==> src/rtl/mcpu_ps2_keyboard.sv <==
// PS/2 keyboard receiver: synchronise pins, deframe 11-bit frames, queue scan codes in a show-ahead FIFO.
// Latency: stop-bit pin edge to keycode/key_valid update is at most SYNC_STAGES+2 clk.
// Backpressure: none upstream (PS/2 cannot be stalled); a byte arriving with the FIFO full is dropped and overflow sets.
// Ports: clk/reset (async, active-low), ps2_clk/ps2_data raw pins, key_pop head-discard strobe,
//        keycode (head or 8'h00), key_valid (not empty), overflow (sticky), frame_err (1-clk pulse).
module mcpu_ps2_keyboard #(
   parameter int FIFO_AW     = 3,
   parameter int SYNC_STAGES = 2,
   parameter int TIMEOUT_W   = 12
) (
   input  logic       clk,
   input  logic       reset,
   input  logic       ps2_clk,
   input  logic       ps2_data,
   input  logic       key_pop,
   output logic [7:0] keycode,
   output logic       key_valid,
   output logic       overflow,
   output logic       frame_err
);

   localparam int DEPTH = 1 << FIFO_AW;

   typedef enum logic [1:0] {S_IDLE, S_DATA, S_PARITY, S_STOP} state_t;

   // ---------------- pin synchronisers and falling-edge detect ----------------
   logic [SYNC_STAGES-1:0] r_clk_sync;
   logic [SYNC_STAGES-1:0] r_dat_sync;
   logic                   r_clk_prev;
   logic                   w_clk_s;
   logic                   w_dat_s;
   logic                   w_fe;

   // Synchronisers reset to 1 so a released reset never looks like a falling edge.
   always_ff @(posedge clk or negedge reset) begin
      if (!reset) begin
         r_clk_sync <= '1;
         r_dat_sync <= '1;
         r_clk_prev <= 1'b1;
      end else begin
         r_clk_sync <= {r_clk_sync[SYNC_STAGES-2:0], ps2_clk};
         r_dat_sync <= {r_dat_sync[SYNC_STAGES-2:0], ps2_data};
         r_clk_prev <= w_clk_s;
      end
   end

   assign w_clk_s = r_clk_sync[SYNC_STAGES-1];
   assign w_dat_s = r_dat_sync[SYNC_STAGES-1];
   assign w_fe    = r_clk_prev & ~w_clk_s;

   // ---------------- frame FSM ----------------
   state_t               r_state, w_state_nxt;
   logic [2:0]           r_bitcnt, w_bitcnt_nxt;
   logic [7:0]           r_shift, w_shift_nxt;
   logic                 r_par, w_par_nxt;
   logic [TIMEOUT_W-1:0] r_wdog, w_wdog_nxt;
   logic                 r_frame_err;
   logic                 w_push;
   logic                 w_err;

   always_ff @(posedge clk or negedge reset) begin
      if (!reset) begin
         r_state     <= S_IDLE;
         r_bitcnt    <= '0;
         r_shift     <= '0;
         r_par       <= 1'b0;
         r_wdog      <= '0;
         r_frame_err <= 1'b0;
      end else begin
         r_state     <= w_state_nxt;
         r_bitcnt    <= w_bitcnt_nxt;
         r_shift     <= w_shift_nxt;
         r_par       <= w_par_nxt;
         r_wdog      <= w_wdog_nxt;
         r_frame_err <= w_err;
      end
   end

   always_comb begin
      w_state_nxt  = r_state;
      w_bitcnt_nxt = r_bitcnt;
      w_shift_nxt  = r_shift;
      w_par_nxt    = r_par;
      w_wdog_nxt   = r_wdog;
      w_push       = 1'b0;
      w_err        = 1'b0;
      if (w_fe) begin
         w_wdog_nxt = '0;
         case (r_state)
            S_IDLE: begin
               // A high data bit at an edge is line noise, not a start bit.
               if (!w_dat_s) begin
                  w_state_nxt  = S_DATA;
                  w_bitcnt_nxt = '0;
               end
            end
            S_DATA: begin
               w_shift_nxt  = {w_dat_s, r_shift[7:1]};
               w_bitcnt_nxt = r_bitcnt + 3'd1;
               if (r_bitcnt == 3'd7) w_state_nxt = S_PARITY;
            end
            S_PARITY: begin
               w_par_nxt   = w_dat_s;
               w_state_nxt = S_STOP;
            end
            S_STOP: begin
               w_state_nxt = S_IDLE;
               // Odd parity: data plus parity bit must carry an odd number of ones.
               if (w_dat_s && (^{r_shift, r_par})) w_push = 1'b1;
               else                                 w_err  = 1'b1;
            end
            default: w_state_nxt = S_IDLE;
         endcase
      end else if (r_state == S_IDLE) begin
         w_wdog_nxt = '0;
      end else if (&r_wdog) begin
         // Keyboard stopped clocking mid-frame: abandon it and re-arm for a start bit.
         w_state_nxt = S_IDLE;
         w_wdog_nxt  = '0;
         w_err       = 1'b1;
      end else begin
         w_wdog_nxt = r_wdog + TIMEOUT_W'(1);
      end
   end

   assign frame_err = r_frame_err;

   // ---------------- show-ahead FIFO ----------------
   logic [7:0]         r_mem [DEPTH];
   logic [FIFO_AW-1:0] r_wptr, r_rptr;
   logic [FIFO_AW:0]   r_count;
   logic               r_overflow;
   logic               w_empty, w_full, w_pop_ok, w_push_ok;

   assign w_empty   = (r_count == '0);
   assign w_full    = (r_count == (FIFO_AW+1)'(DEPTH));
   assign w_pop_ok  = key_pop & ~w_empty;
   // A pop in the same cycle frees the slot, so a full FIFO still accepts the push.
   assign w_push_ok = w_push & (~w_full | w_pop_ok);

   always_ff @(posedge clk or negedge reset) begin
      if (!reset) begin
         r_wptr     <= '0;
         r_rptr     <= '0;
         r_count    <= '0;
         r_overflow <= 1'b0;
      end else begin
         if (w_push_ok) r_wptr <= r_wptr + FIFO_AW'(1);
         if (w_pop_ok)  r_rptr <= r_rptr + FIFO_AW'(1);
         case ({w_push_ok, w_pop_ok})
            2'b10:   r_count <= r_count + (FIFO_AW+1)'(1);
            2'b01:   r_count <= r_count - (FIFO_AW+1)'(1);
            default: r_count <= r_count;
         endcase
         if (w_push && !w_push_ok) r_overflow <= 1'b1;
         else if (w_pop_ok)        r_overflow <= 1'b0;
      end
   end

   // Storage needs no reset: the head is masked to 8'h00 whenever the FIFO is empty.
   always_ff @(posedge clk) begin
      if (w_push_ok) r_mem[r_wptr] <= r_shift;
   end

   assign key_valid = ~w_empty;
   assign keycode   = w_empty ? 8'h00 : r_mem[r_rptr];
   assign overflow  = r_overflow;

endmodule

==> config.mk <==
export PLATFORM = sky130hd
export DESIGN_NAME = mcpu_ps2_keyboard
export DESIGN_NICKNAME = d
export VERILOG_FILES = /design/src/rtl/mcpu_ps2_keyboard.sv
export SDC_FILE = /design/constraint.sdc
export NUM_CORES = 1
export LEC_CHECK = 0
export CAP_MARGIN = 30
export CORE_MARGIN = 2
export CORE_UTILIZATION = 55
export CTS_CLUSTER_DIAMETER = 150
export CTS_CLUSTER_SIZE = 12
export DETAILED_ROUTE_END_ITERATION = 8
export PLACE_DENSITY = 0.76
export SLEW_MARGIN = 15
export SYNTH_ARGS = -nofsm -noshare
export SYNTH_HDL_FRONTEND = slang
export SYNTH_SLANG_ARGS = --single-unit
==> constraint.sdc <==
create_clock -name clk -period 2.7 [get_ports clk]
set_input_delay 0.405 -clock clk [delete_from_list [all_inputs] [get_ports clk]]
set_output_delay 0.405 -clock clk [all_outputs]
set_load 0.01 [all_outputs]
# After elaboration in Yosys (flattened, before gate mapping)
# Memory sizes are Yosys's and may differ from the RTL's.
# Index checks and enable logic that the tools add are counted.
[word_totals]
out_inout_bits = 11
n_memories = 1
inputBits = 5
mem_bits_rw = 64
reg_bits = 43
[mem_list]
columns = ["memory", "words", "width", "read_ports", "rd_clocked_by_memory_dff", "wr", "line", "text"]
rows = [
  ["r_mem", 8, 8, 1, 0, 1, "129", "logic [7:0] r_mem [DEPTH];"],
]
[op_classes]
addsub = 6
muxes = 25
n_eq_ne = 10
reduce_logical = 15
bitwise_logic = 7
[op_table]
columns = ["operator", "n"]
rows = [
  ["2-to-1 mux 12 bit", 3],
  ["adder 12 x 1 -> 12 bit, second input constant", 1],
  ["2-to-1 mux 1 bit", 12],
  ["AND reduction 12 bit", 1],
  ["2-to-1 mux 2 bit", 5],
  ["adder 3 x 1 -> 3 bit, second input constant", 3],
  ["parity 9 bit", 1],
  ["2-to-1 mux 8 bit", 1],
  ["case mux 2 bit (4 select lines)", 1],
  ["case mux 4 bit (2 select lines)", 1],
  ["nonzero test 2 bit", 4],
  ["equality test 2 bit, second input constant", 3],
  ["case mux 3 bit (2 select lines)", 1],
  ["adder 4 x 1 -> 4 bit, second input constant", 1],
  ["equality test 2 x 1 -> 1 bit, second input constant", 2],
  ["equality test 4 bit, second input constant", 1],
  ["logical NOT 4 bit", 1],
  ["inequality test 2 bit, second input constant", 2],
  ["AND reduction 2 bit", 2],
  ["AND reduction 4 bit", 1],
  ["subtractor 4 x 1 -> 4 bit, second input constant", 1],
  ["AND 1 bit", 3],
  ["equality test 3 bit, second input constant", 1],
  ["2-to-1 mux 3 bit", 1],
  ["7 further kinds", 10],
]

# Logic depth before layout (Yosys ltp)
# Gate-level depths: netlist (run 1).
[logic_depth]
ltp_word = 9
depth_mapped = 12
mapped_depth_nobuf = 12

# Worst setup path before layout (run 1)
# No wires, ideal clock.
[synth_path]
kind = "register -> register"
startpoint = "reg r_shift[1]"
endpoint = "reg r_count[3]"
slack_ns = -0.197
path_buffers = 0
period_less_slack_ns = 2.897
t_required_ns = 2.621
t_arrival_ns = 2.818
stages_incl_launch_ff = 12
setup_ns = 0.079
cell_sequence = "dfrtp_1 > xor2_1 > xnor3_2 > mux2_4 > nand2b_1 > inv_1 > ha_1 > a21o_1 > a21o_1 > or2_2 > o22ai_1 > xor2_1"
[synth_between]
elab_chain_cells = 8
elab_cells_between_ends = 10
cone_classes = "eq/ne: 2; mux: 4; bitwise: 1; reduce/logical: 3"
[synth_rtl]
columns = ["element", "line", "text"]
rows = [
  ["start, declared", "54", "logic [7:0] r_shift, w_shift_nxt;"],
  ["start signal, assigned", "72", "r_shift <= w_shift_nxt;"],
  ["parity 9 bit (*)", "109", "if (w_dat_s && (^{r_shift, r_par})) w_push = 1'b1;"],
  ["logical AND 1 bit (*)", "109", ""],
  ["2-to-1 mux 1 bit (*)", "109", ""],
  ["2-to-1 mux 1 bit (*)", "89", "case (r_state)"],
  ["2-to-1 mux 1 bit (*)", "87", "if (w_fe) begin"],
  ["AND 1 bit (*)", "139", "assign w_push_ok = w_push & (~w_full | w_pop_ok);"],
  ["equality test 2 x 1 -> 1 bit or equality test 2 bit (tied branches)", "150", "case ({w_push_ok, w_pop_ok})"],
  ["case mux 4 bit (2 select lines) or nonzero test 2 bit (tied branches)", "-", ""],
  ["end signal, assigned", "151", "2'b10: r_count <= r_count + (FIFO_AW+1)'(1);"],
  ["end signal, assigned", "152", "2'b01: r_count <= r_count - (FIFO_AW+1)'(1);"],
  ["end signal, assigned", "153", "default: r_count <= r_count;"],
  ["end, declared", "131", "logic [FIFO_AW:0] r_count;"],
]
# Mark *: on every way between the ends. The rest lies on a longest branch, timed or not.
# A chain may end at the register's enable or synchronous reset.

# Final worst setup path (run 1)
[layout_path]
startpoint = "reg r_shift[3]"
endpoint = "reg r_count[3]"
# The elaborated chain is that of the path after synthesis.

==> metrics.md, run 1 <==
| Metric | Value |
|---|---|
| Bufs on Longest Clock Path | `2` |
| Fillers | `569` |
| Fmax | `374 MHz` |
| Global-route wire length before repair | `13400 um` |
| Post-Route Skew | `17.4 ps` |
| Max-Cap Viols | `0` |
| Gr ovfl total | `0` |
| Cells after Synth | `298` |
| Worst-Margin Slew | `633 ps` |
| Global-route usage over all layers | `20.2%` |
| Die ar. | `0.00922 mm2` |
| Top cells by count, synth | `edfxtp_1 (64), dfrtp_1 (38), nor2_1 (22)` |
| Area contributors post-synth | `edfxtp_1 (41%), dfrtp_1 (20%), mux4_2 (7.7%), ha_1 (3.0%), dfstp_2 (2.8%)` |
| Starting Density | `56.7%` |
| Remaining antenna violation count | `0` |
| # IOs | `16` |
| Share of cells above drive strength 1 | `27.4%` |
| Clk root buf | `clkbuf_8` |
| Post-route minimum period | `2670 ps` |
| Number of vias per cell | `5.62` |
| Core area | `0.00822 mm2` |
| Main combinational cell family by area after synthesis | `multiplexers` |
| GPL Wtd Cong | `0.835` |
| Synth Cell Area | `0.00466 mm2` |
| Status | `finished, final reports clean` |
| Rel. slew slack | `57.8%` |
| First drt pass iteration count | `5` |
| Post-Synth Adder-Cell Area | `3.39%` |
| Post-synth top area share | `41.3%` |
| Clock power share | `17.1%` |
| Worst IR Drop VDD | `491 uV` |
| Place WS | `-83.9 ps` |
| EDFF count, synth | `64` |
| Synth unique cells | `45` |
| Most common cell in the synthesized netlist | `edfxtp_1` |
| CTS tree | `built` |
| Layout Nets | `359` |
| PwrDens | `1050 mW/mm2` |
| Via count | `2542` |
| Number of global-route vias before repair | `2649` |
| N_diodes | `0` |
| Comb pwr share | `41.2%` |
| Post-synthesis net count | `315` |
| Worst setup path class | `reg2reg` |
| Syn_area_per_cell | `15.6 um2` |
| # DRC | `0` |
| Die height | `96.0 um` |
| Final-report hold violation count | `0` |
| Ys Warns | `0` |
| Crit end category | `flop` |
| Multiplexer area fraction after synthesis | `13.7%` |
| Fin crit share | `99.0%` |
| Row count | `33` |
| Drt initial violations | `133` |
| CTS sink count | `107` |
| Worst Path Arrival | `2980 ps` |
| Complex-gate fraction of the synthesized area | `3.84%` |
| Internal power | `3.77 mW` |
| Hold_buf cts | `0` |
| Pwr Total | `5.67 mW` |
| Area Overhead vs Synth | `15.8%` |
| #FFs+latches synth | `107` |
| Number of H-tree levels | `3` |
| IO buf count | `15` |
| Final Setup Violations | `0` |
| Synth Area in XOR/XNOR | `4.89%` |
| CP Launch Type | `flop` |
| Seq/Total Area, Yosys | `64.5%` |
| Initial antenna violation count | `0` |
| Top_reg_cell synth | `edfxtp_1` |
| CTS buffer count | `9` |
| Min setup slack post-route | `28.1 ps` |
| Post-DP HPWL | `5360 um` |
| Async S/R FF share, synth | `40.2%` |
| Psw | `1.90 mW` |
| Sw frac | `33.5%` |
| Sequential share of power | `41.7%` |
| Latest clock arrival within the worst-skew pair | `380 ps` |
| Cell taking the most area after synthesis | `edfxtp_1` |
| Required time of the critical path | `3010 ps` |
| Pleak | `2.10 nW` |
| Die width | `96.0 um` |
| Reg clk slew, reported paths | `110 ps` |
| Routed Wire Length | `8040 um` |
| Final slew viol count | `0` |
| Simple-gate share of the synthesized area | `8.06%` |
| Largest net degree at the start of global routing | `30` |
| RSZ-0062 raised after global routing | `yes` |
| Post-DR wirelength/cell | `17.8 um` |
| Worst hold path class | `in2async` |
| CP Max Fanout | `2` |
-- repair_timing --
action	CTS	global route
setup buffers	1	0
setup endpoints to repair	1	2
gates resized for setup	4	3
gates cloned	0	1
pin swaps	6	3
-- cells by family after synthesis --
family | Yosys count
flops | 107
simple gates | 74
mux | 39
compound gates | 26
xor+xnor | 21
buf+inv | 19
fa+ha+maj | 12
-- placed cells by master, fill, tap and decap left out, drive strengths merged, types with 4 or more instances in the layout --
cell type      Yosys  final
nand2b             5      5
dfrtp             38     38
mux2i             11     11
a21o               4      4
ha                11     11
dfstp              5      5
xor2               9      9
a21oi              6      6
mux4              16     16
o21ai              6      6
xnor2              9      9
mux2              12     12
nor2              22     22
nand2             17     17
inv               10     15
nand3              4      4
a32o               4      4
edfxtp            64     64
nor3               7      7
clkbuf             4     10
clkdlybuf4s50      0     13
buf                5     27
-- through the flow --
step / instance area (um2) / util (%) / TNS (ps) / hold slack, ps / instances
finish: 5390 / 65.6 / 0 / 32.4 / 452
global route: 5390 / 65.6 / -62.1 / 70.3 / 452
CTS: 5360 / 65.2 / -47.4 / 60.9 / 451
detailed placement: 5120 / 62.3 / -83.9 / 347 / 434
global placement: 5120 / 62.3 / -19.4 / 347 / 434
floorplan: 4680 / - / -146 / 109 / 298
-- critical path: stages, from the launching register on --
cell,delay (ps)
dfrtp_2,440
xnor2_2,150
xnor3_2,470
mux2_4,320
nand2b_4,150
inv_4,60
ha_4,190
a21o_1,150
a21o_1,170
or2_4,230
o22ai_2,140
xor2_1,160
-- worst paths after layout --
kind,startpoint,endpoint,slack [ps],cells after the start
max in group asynchronous,reset,r_state[1],2020,2
hold reg to reg,r_dat_sync[0],r_dat_sync[1],350,0
min in group clk,r_dat_sync[0],r_dat_sync[1],350,0
setup / recovery,r_shift[3],r_count[3],30,11
setup reg to reg,r_shift[3],r_count[3],30,11
hold / removal,reset,r_bitcnt[1],30,1
-- power groups by stage --
stage	Clock [mW]	Sequential, mW	Combinational, mW
floorplan	0	2.35	1.50
detailed placement	0	2.38	2.27
global placement	0	2.36	2.20
finish	0.972	2.37	2.34
CTS	0.988	2.35	2.33
global route	1.07	2.40	2.58
-- layout make-up --
class                      instances  area, um2  area share [%]
timing repair buffer              42        380            7.06
inverter                          10       40.0           0.743
multi-input combinational        172       1630            30.3
clock buffer                       9        124            2.30
tap                              105        131            2.44
clock inverter                     7       75.1            1.39
sequential                       107       3010            55.8
-- flip-flops by register name, indices dropped and copies added, names as in the netlist --
signal	flops
frame_err	1
overflow	1
r_bitcnt	3
r_clk_prev	1
r_clk_sync	2
r_count	4
r_dat_sync	2
r_mem	64
r_par	1
r_rptr	3
r_shift	8
r_state	2
r_wdog	12
r_wptr	3
-- routing by layer --
| metal | part of all wire [%] | GRT usage [%] | wire, um | up-vias |
|---|---|---|---|---|
| li1 | - | - | - | 1205 |
| met1 | 44 | 26.5 | 3530 | 1283 |
| met2 | 51 | 33.2 | 4130 | 47 |
| met3 | 3.7 | 4.23 | 294 | 7 |
| met4 | 1.1 | 7.62 | 91 | 0 |
| met5 | 0 | 0 | 0 | - |
Power figures use the tool's default switching activity.
==> run 2: changes to the inputs <==
--- a/config.mk
+++ b/config.mk
@@ -11,7 +11,7 @@
 export CTS_CLUSTER_DIAMETER = 150
 export CTS_CLUSTER_SIZE = 12
 export DETAILED_ROUTE_END_ITERATION = 8
-export PLACE_DENSITY = 0.76
+export PLACE_DENSITY = 0.73
 export SLEW_MARGIN = 15
 export SYNTH_ARGS = -nofsm -noshare
 export SYNTH_HDL_FRONTEND = slang
==> constraint.sdc (replaced) <==
create_clock -name clk -period 2.5 [get_ports clk]
set_input_delay 0.375 -clock clk [delete_from_list [all_inputs] [get_ports clk]]
set_output_delay 0.375 -clock clk [all_outputs]
set_load 0.01 [all_outputs]
==> run 2 against run 1 <==
Effect of this change: the flow now finishes with violations (setup timing); clock power rose by 7%; critical path type unchanged; via count rose by 2.2%; cell count rose by 4.4%; flip-flop and latch count did not move; final area rose by 3.5%.
==> metrics.md, run 2 (synthesis gave the netlist of run 1 again) <==
| Metric | Value |
|---|---|
| Status | `finished with violations` |
| Failing checks | `setup timing` |
| PwrDens | `1150 mW/mm2 (+9.3%)` |
| Initial antenna violation count | `0 (unchanged)` |
| IO buf count | `15 (unchanged)` |
| Clk root buf | `clkbuf_8` |
| Met1 usage | `25.4% (-1.2 points)` |
| CP Launch Type | `flop` |
| CTS sink count | `107 (unchanged)` |
| Global-route wire length before repair | `13300 um (-0.72%)` |
| Layout Nets | `379 (+5.6%)` |
| Met2 Usage GRT | `34.1% (+0.93 points)` |
| Depth of the most critical reg-to-reg path | `11 (unchanged)` |
| Routed Wire Length | `8170 um (+1.5%)` |
| Rel. slew slack | `61.5% (+3.7 points)` |
| N_diodes | `0 (unchanged)` |
| Worst IR Drop VDD | `654 uV (+33%)` |
| Max reg flops | `64 (unchanged)` |
| Final Setup Violations | `2 (+2)` |
| CTS buffer count | `9 (unchanged)` |
| Non-Filler Instances | `472 (+4.4%)` |
| Hold Crit Start | `r_dat_sync[0]` |
| Gr ovfl total | `0 (unchanged)` |
| Routing usage on met3 | `3.29% (-0.94 points)` |
| Hold depth | `0` |
| Worst-Margin Slew | `577 ps (-56.1 ps)` |
| R2R Path End | `r_count[3]` |
| Remaining antenna violation count | `0 (unchanged)` |
| Final slew viol count | `0 (unchanged)` |
| Die ar. | `0.00922 mm2 (unchanged)` |
| Hold Path Sink | `r_dat_sync[1]` |
| Final-report hold violation count | `0 (unchanged)` |
| Post-DP HPWL | `5350 um (-0.16%)` |
| R2r setup slk | `-200 ps (-230 ps)` |
| Via count | `2597 (+2.2%)` |
| Number of vias per cell | `5.50 (-2.2%)` |
| Post-DR wirelength/cell | `17.3 um (-2.8%)` |
| Bufs on Longest Clock Path | `2 (unchanged)` |
| Commonest non-fill, non-tap cell in the layout | `edfxtp_1` |
| RSZ-0062 raised after global routing | `yes` |
| Fin crit share | `108% (+9.1 points)` |
| CP Max Fanout | `2 (unchanged)` |
| Pwr Total | `6.42 mW (+13%)` |
| Die width | `96.0 um (unchanged)` |
| RR Startpoint | `r_shift[3]` |
| Post-Route Skew | `18.5 ps (+1.02 ps)` |
| Place WS | `-322 ps (-238 ps)` |
| Die height | `96.0 um (unchanged)` |
| Cell count after placement | `445 (+2.5%)` |
| Worst Path Arrival | `3000 ps (+20 ps)` |
| GPL Wtd Cong | `0.767 (-8.1%)` |
| GR peak layer | `met2` |
| Pleak | `2.22 nW (+6.1%)` |
| Global-route usage over all layers | `19.9% (-0.30 points)` |
| Largest net degree at the start of global routing | `44 (+47%)` |
| Area Overhead vs Synth | `19.9%` |
| # DRC | `0 (unchanged)` |
| Row count | `33 (unchanged)` |
| Number of global-route vias before repair | `2620 (-1.1%)` |
| Commonest non-fill, non-tap cells in the layout | `edfxtp_1 (64), buf_4 (41), dfrtp_1 (35)` |
| Fillers | `555 (-2.5%)` |
| Starting Density | `56.7% (unchanged)` |
| Number of H-tree levels | `3 (unchanged)` |
| First drt pass iteration count | `4 (-1)` |
| Core area | `0.00822 mm2 (unchanged)` |
| # IOs | `16 (unchanged)` |
| Fmax | `370 MHz (-1.1%)` |
| Reg with most FFs | `r_mem` |
| CTS tree | `built` |
| Reg clk slew, reported paths | `110 ps (about the same)` |
| Max-Cap Viols | `0 (unchanged)` |
| Share of cells above drive strength 1 | `33.5% (+6.1 points)` |
| Drt initial violations | `104 (-22%)` |
| Crit end category | `flop` |
| Worst hold path class | `reg2reg` |
| Required time of the critical path | `2800 ps (-210 ps)` |
| Largest regs | `r_mem (64), r_wdog (12), r_shift (8)` |
| Post-route minimum period | `2700 ps (+28.8 ps)` |
| Worst setup path class | `reg2reg` |
| Min setup slack post-route | `-201 ps (-229 ps)` |
| Latest clock arrival within the worst-skew pair | `380 ps (about the same)` |
run 2: cell count changes in the layout (fill, tap and decap cells not counted), moves of 2 or more:
cell             previous run  this run
buf_4                      25        41
clkbuf_2                    0         6
bufbuf_16                   0         2
clkdlybuf4s50_1            13         6
dlygate4sd2_1               0         2
run 2: through the flow:
step	setup TNS, ps	hold WS (ps)	instance area (um2)	util (%)
2_1_floorplan	-2170	79.4	4680	-
3_3_place_gp	-215	346	5210	63.4
3_5_place_dp	-355	349	5210	63.4
4_1_cts	-345	180	5550	67.5
5_1_grt	-2550	370	5580	67.9
6_report	-348	363	5580	67.9
run 2: final cells by class:
| cell class | count | area (um2) | area share (%) |
|---|---|---|---|
| Clock buffer | 9 | 124 | 2.22 |
| Clock inverter | 7 | 75.1 | 1.35 |
| Inverter | 10 | 40.0 | 0.717 |
| Multi-Input combinational cell | 172 | 1660 | 29.7 |
| Sequential cell | 107 | 3010 | 53.9 |
| Tap cell | 105 | 131 | 2.35 |
| Timing Repair Buffer | 62 | 547 | 9.80 |
run 2: worst max path at each step:
stage	endpoint	slack, ps	depth (start not counted)	startpoint
2_1_floorplan	r_count[3]	-330	11	r_shift[6]
6_report	r_count[3]	-200	11	r_shift[3]
3_5_place_dp	r_count[3]	-320	11	r_shift[6]
3_3_place_gp	r_count[3]	-220	11	r_shift[6]
4_1_cts	r_count[3]	-230	11	r_shift[4]
5_1_grt	r_count[3]	-290	11	r_shift[3]
run 2: timing repair:
| action | in CTS | in global routing |
|---|---|---|
| cloned | 2 | 0 |
| setup endpoints to repair | 10 | 9 |
| hold buffers | 0 | 1 |
| endpoints found under the hold margin | 0 | 10 |
| resized for setup | 20 | 10 |
| pin swaps | 6 | 5 |
| setup buffers | 6 | 2 |
run 2: critical path, cell delays in order, from the launching register on:
cell,delay (ps)
dfrtp_2,430
xnor2_2,160
xnor3_2,460
mux2_4,320
nand2b_4,160
inv_4,70
ha_4,180
a21o_1,150
a21o_1,160
or2_4,230
o22ai_4,150
xor2_1,160
run 2: metal layers:
metal | up-vias | wire length [um] | part of all wire, %
met2 | 35 | 4330 | 53
met5 | - | 0 | 0
met3 | 16 | 154 | 1.9
met1 | 1302 | 3560 | 44
li1 | 1244 | - | -
met4 | 0 | 126 | 1.5
run 2: report_power, final:
group	internal [mW]	leakage, nW	switching (mW)
sequential	2.26	1.12	0.275
clock	0.397	0.0985	0.644
combinational	1.65	1.01	1.20
==> run 3: changes to the inputs <==
--- a/config.mk
+++ b/config.mk
@@ -11,7 +11,7 @@
 export CTS_CLUSTER_DIAMETER = 150
 export CTS_CLUSTER_SIZE = 12
 export DETAILED_ROUTE_END_ITERATION = 8
-export PLACE_DENSITY = 0.73
+export PLACE_DENSITY = 0.76
 export SLEW_MARGIN = 15
 export SYNTH_ARGS = -nofsm -noshare
 export SYNTH_HDL_FRONTEND = slang
==> constraint.sdc (replaced) <==
create_clock -name clk -period 2.4 [get_ports clk]
set_input_delay 0.36 -clock clk [delete_from_list [all_inputs] [get_ports clk]]
set_output_delay 0.36 -clock clk [all_outputs]
set_load 0.01 [all_outputs]
==> run 3 against run 2 <==
Effect of this change: the run still ends with setup timing left; critical path depth is the same; register-to-register slack lost 130 ps; final area shrank 1.4%; via count shrank 0.39%; combinational power shrank 2%; setup slack lost 130 ps; flip-flop and latch count is the same; count of clock-buffer cells in the layout grew 1; sequential power grew 4%; first-iteration DRC count grew 86%; cell count shrank 1.3%.
==> metrics.md, run 3 (synthesis gave the netlist of run 1 again) <==
| Metric | Value |
|---|---|
| Failing checks | `setup timing` |
| CP Max Fanout | `2 (unchanged)` |
| Rel. slew slack | `60.9% (-0.57 points)` |
| First drt pass iteration count | `4 (unchanged)` |
| Die ar. | `0.00922 mm2 (unchanged)` |
| Commonest non-fill, non-tap cell in the layout | `edfxtp_1` |
| # IOs | `16 (unchanged)` |
| Max-Cap Viols | `0 (unchanged)` |
| Starting Density | `56.7% (unchanged)` |
| Post-Route Skew | `13.1 ps (-5.39 ps)` |
| Status | `finished with violations` |
| Die height | `96.0 um (unchanged)` |
| Final-report hold violation count | `0 (unchanged)` |
| Post-route minimum period | `2730 ps (+31.1 ps)` |
| Final Util | `67.0% (-0.93 points)` |
| Final slew viol count | `0 (unchanged)` |
| Final Setup Violations | `3 (+1)` |
| Psw | `2.13 mW (+0.59%)` |
| Drt initial violations | `193 (+86%)` |
| Min setup slack post-route | `-332 ps (-131 ps)` |
| Pleak | `2.18 nW (-2.1%)` |
| Number of H-tree levels | `3 (unchanged)` |
| CTS sink count | `107 (unchanged)` |
| Worst-Margin Slew | `586 ps (+8.62 ps)` |
| Commonest non-fill, non-tap cells in the layout | `edfxtp_1 (64), dfrtp_1 (35), buf_4 (35)` |
| RSZ-0062 raised after global routing | `yes` |
| Clock power share | `16.9% (+0.7 points)` |
| # DRC | `0 (unchanged)` |
| Placed Area | `0.00522 mm2 (+0.24%)` |
| Reg clk slew, reported paths | `100 ps (about the same)` |
| Via count | `2587 (-0.39%)` |
| Row count | `33 (unchanged)` |
| Reg with most FFs | `r_mem` |
| Fillers | `581 (+4.7%)` |
| Latest clock arrival within the worst-skew pair | `370 ps (about the same)` |
| Clk root buf | `clkbuf_8` |
| IO buf count | `15 (unchanged)` |
| Gr ovfl total | `0 (unchanged)` |
| Worst Path Arrival | `3020 ps (+20 ps)` |
| Routed Wire Length | `8330 um (+2.0%)` |
| Largest net degree at the start of global routing | `26 (-41%)` |
| Largest regs | `r_mem (64), r_wdog (12), r_shift (8)` |
| Post-DR wirelength/cell | `17.9 um (+3.3%)` |
| Max reg flops | `64 (unchanged)` |
| Sw frac | `32.7% (-0.35 points)` |
| Number of global-route vias before repair | `2707 (+3.3%)` |
| CTS buffer count | `9 (unchanged)` |
| Crit end category | `flop` |
| Initial antenna violation count | `0 (unchanged)` |
| Post-DP HPWL | `5530 um (+3.3%)` |
| Comb pwr share | `42.8% (-1.5 points)` |
| Required time of the critical path | `2690 ps (-110 ps)` |
| Number of vias per cell | `5.55 (+0.90%)` |
| Remaining antenna violation count | `0 (unchanged)` |
| Global-route wire length before repair | `13700 um (+2.9%)` |
| Share of cells above drive strength 1 | `31.3% (-2.2 points)` |
| Core area | `0.00822 mm2 (unchanged)` |
| PwrDens | `1190 mW/mm2 (+3.1%)` |
| Fmax | `366 MHz (-1.1%)` |
| Worst IR Drop VDD | `614 uV (-6.1%)` |
| N_diodes | `0 (unchanged)` |
| Worst setup path class | `reg2reg` |
| Die width | `96.0 um (unchanged)` |
| Area of the multi-input gates | `0.00163 mm2 (-1.4%)` |
| Sequential share of power | `40.3% (+0.9 points)` |
| Bufs on Longest Clock Path | `2 (unchanged)` |
| Worst hold path class | `reg2reg` |
| Layout Nets | `373 (-1.6%)` |
| Global-route usage over all layers | `20.4% (+0.53 points)` |
| CTS tree | `built` |
| CP Launch Type | `flop` |
| Final instance area | `0.00550 mm2 (-1.4%)` |
| Register area | `0.00301 mm2 (unchanged)` |
| Area Overhead vs Synth | `18.2%` |
| Fin crit share | `114% (+5.8 points)` |
| Internal power | `4.39 mW (+2.2%)` |
| GPL Wtd Cong | `0.797 (+3.9%)` |
run 3: cell types whose count changed in the layout (fill, tap and decap cells not counted), sizes merged:
cell         delta
bufinv          +1
clkbuf          -1
clkinv          +1
clkinvlp        -1
inv             -2
dlygate4sd2     +1
buf             -3
bufbuf          -2
run 3: power by group through the flow:
stage	clock [mW]	combinational, mW	sequential, mW
floorplan	0	1.71	2.65
global placement	0	2.61	2.64
detailed placement	0	2.71	2.65
CTS	1.13	2.86	2.63
global route	1.18	3.05	2.66
finish	1.10	2.79	2.63
run 3: stage by stage:
step                      setup slack [ps]  TNS, ps  hold slack (ps)  std cells  total power, mW
final                                 -332     -581              363        466             6.52
after global routing                  -416     -788              367        466             6.90
after CTS                             -322     -601              366        466             6.61
after detailed placement              -295     -412              351        444             5.36
after global placement                -233     -306              345        444             5.25
after floorplan                       -344    -4850             64.4        298             4.35
run 3: layer usage:
metal	global-route usage (%)	vias up	share of wire, %
met4	7.62	0	2.0
met2	35.1	61	52
met3	3.37	12	3.6
met1	26.1	1283	42
met5	0	-	0
li1	-	1231	-
run 3: final cells by class:
| type | count | area share, % |
|---|---|---|
| sequential | 107 | 54.6 |
| multi-input combinational | 172 | 29.7 |
| timing repair buffer | 56 | 9.00 |
| tap | 105 | 2.39 |
| clock buffer | 10 | 2.32 |
| clock inverter | 6 | 1.30 |
| inverter | 10 | 0.682 |
run 3: repair_timing:
| item | 4_1_cts | 5_1_grt |
|---|---|---|
| hold buffers | 1 | 0 |
| setup endpoints to repair | 10 | 7 |
| gates cloned | 2 | 0 |
| pin swaps | 3 | 3 |
| setup buffers | 3 | 0 |
| resized for setup | 21 | 4 |
| hold endpoints to repair | 14 | 0 |
run 3: worst paths after layout:
check                      slack [ps]  cells past startpoint     startpoint       endpoint
setup / recovery                 -330                     11     r_shift[6]     r_count[3]
max in group asynchronous        1160                      3          reset  r_dat_sync[0]
min in group asynchronous         520                      2          reset     r_shift[4]
hold / removal                    360                      0  r_clk_sync[0]  r_clk_sync[1]
setup reg to reg                 -330                     11     r_shift[6]     r_count[3]
hold reg to reg                   360                      0  r_clk_sync[0]  r_clk_sync[1]
run 3: worst max-delay path, stage by stage, from the launching register on:
cell and delay [ps]:
dfrtp_2 420, xnor2_1 150, xnor3_2 460, mux2_4 320
nand2b_4 150, inv_2 80, ha_4 190, a21o_1 150
a21o_1 160, or2_4 230, o22ai_2 190, xor2_1 160
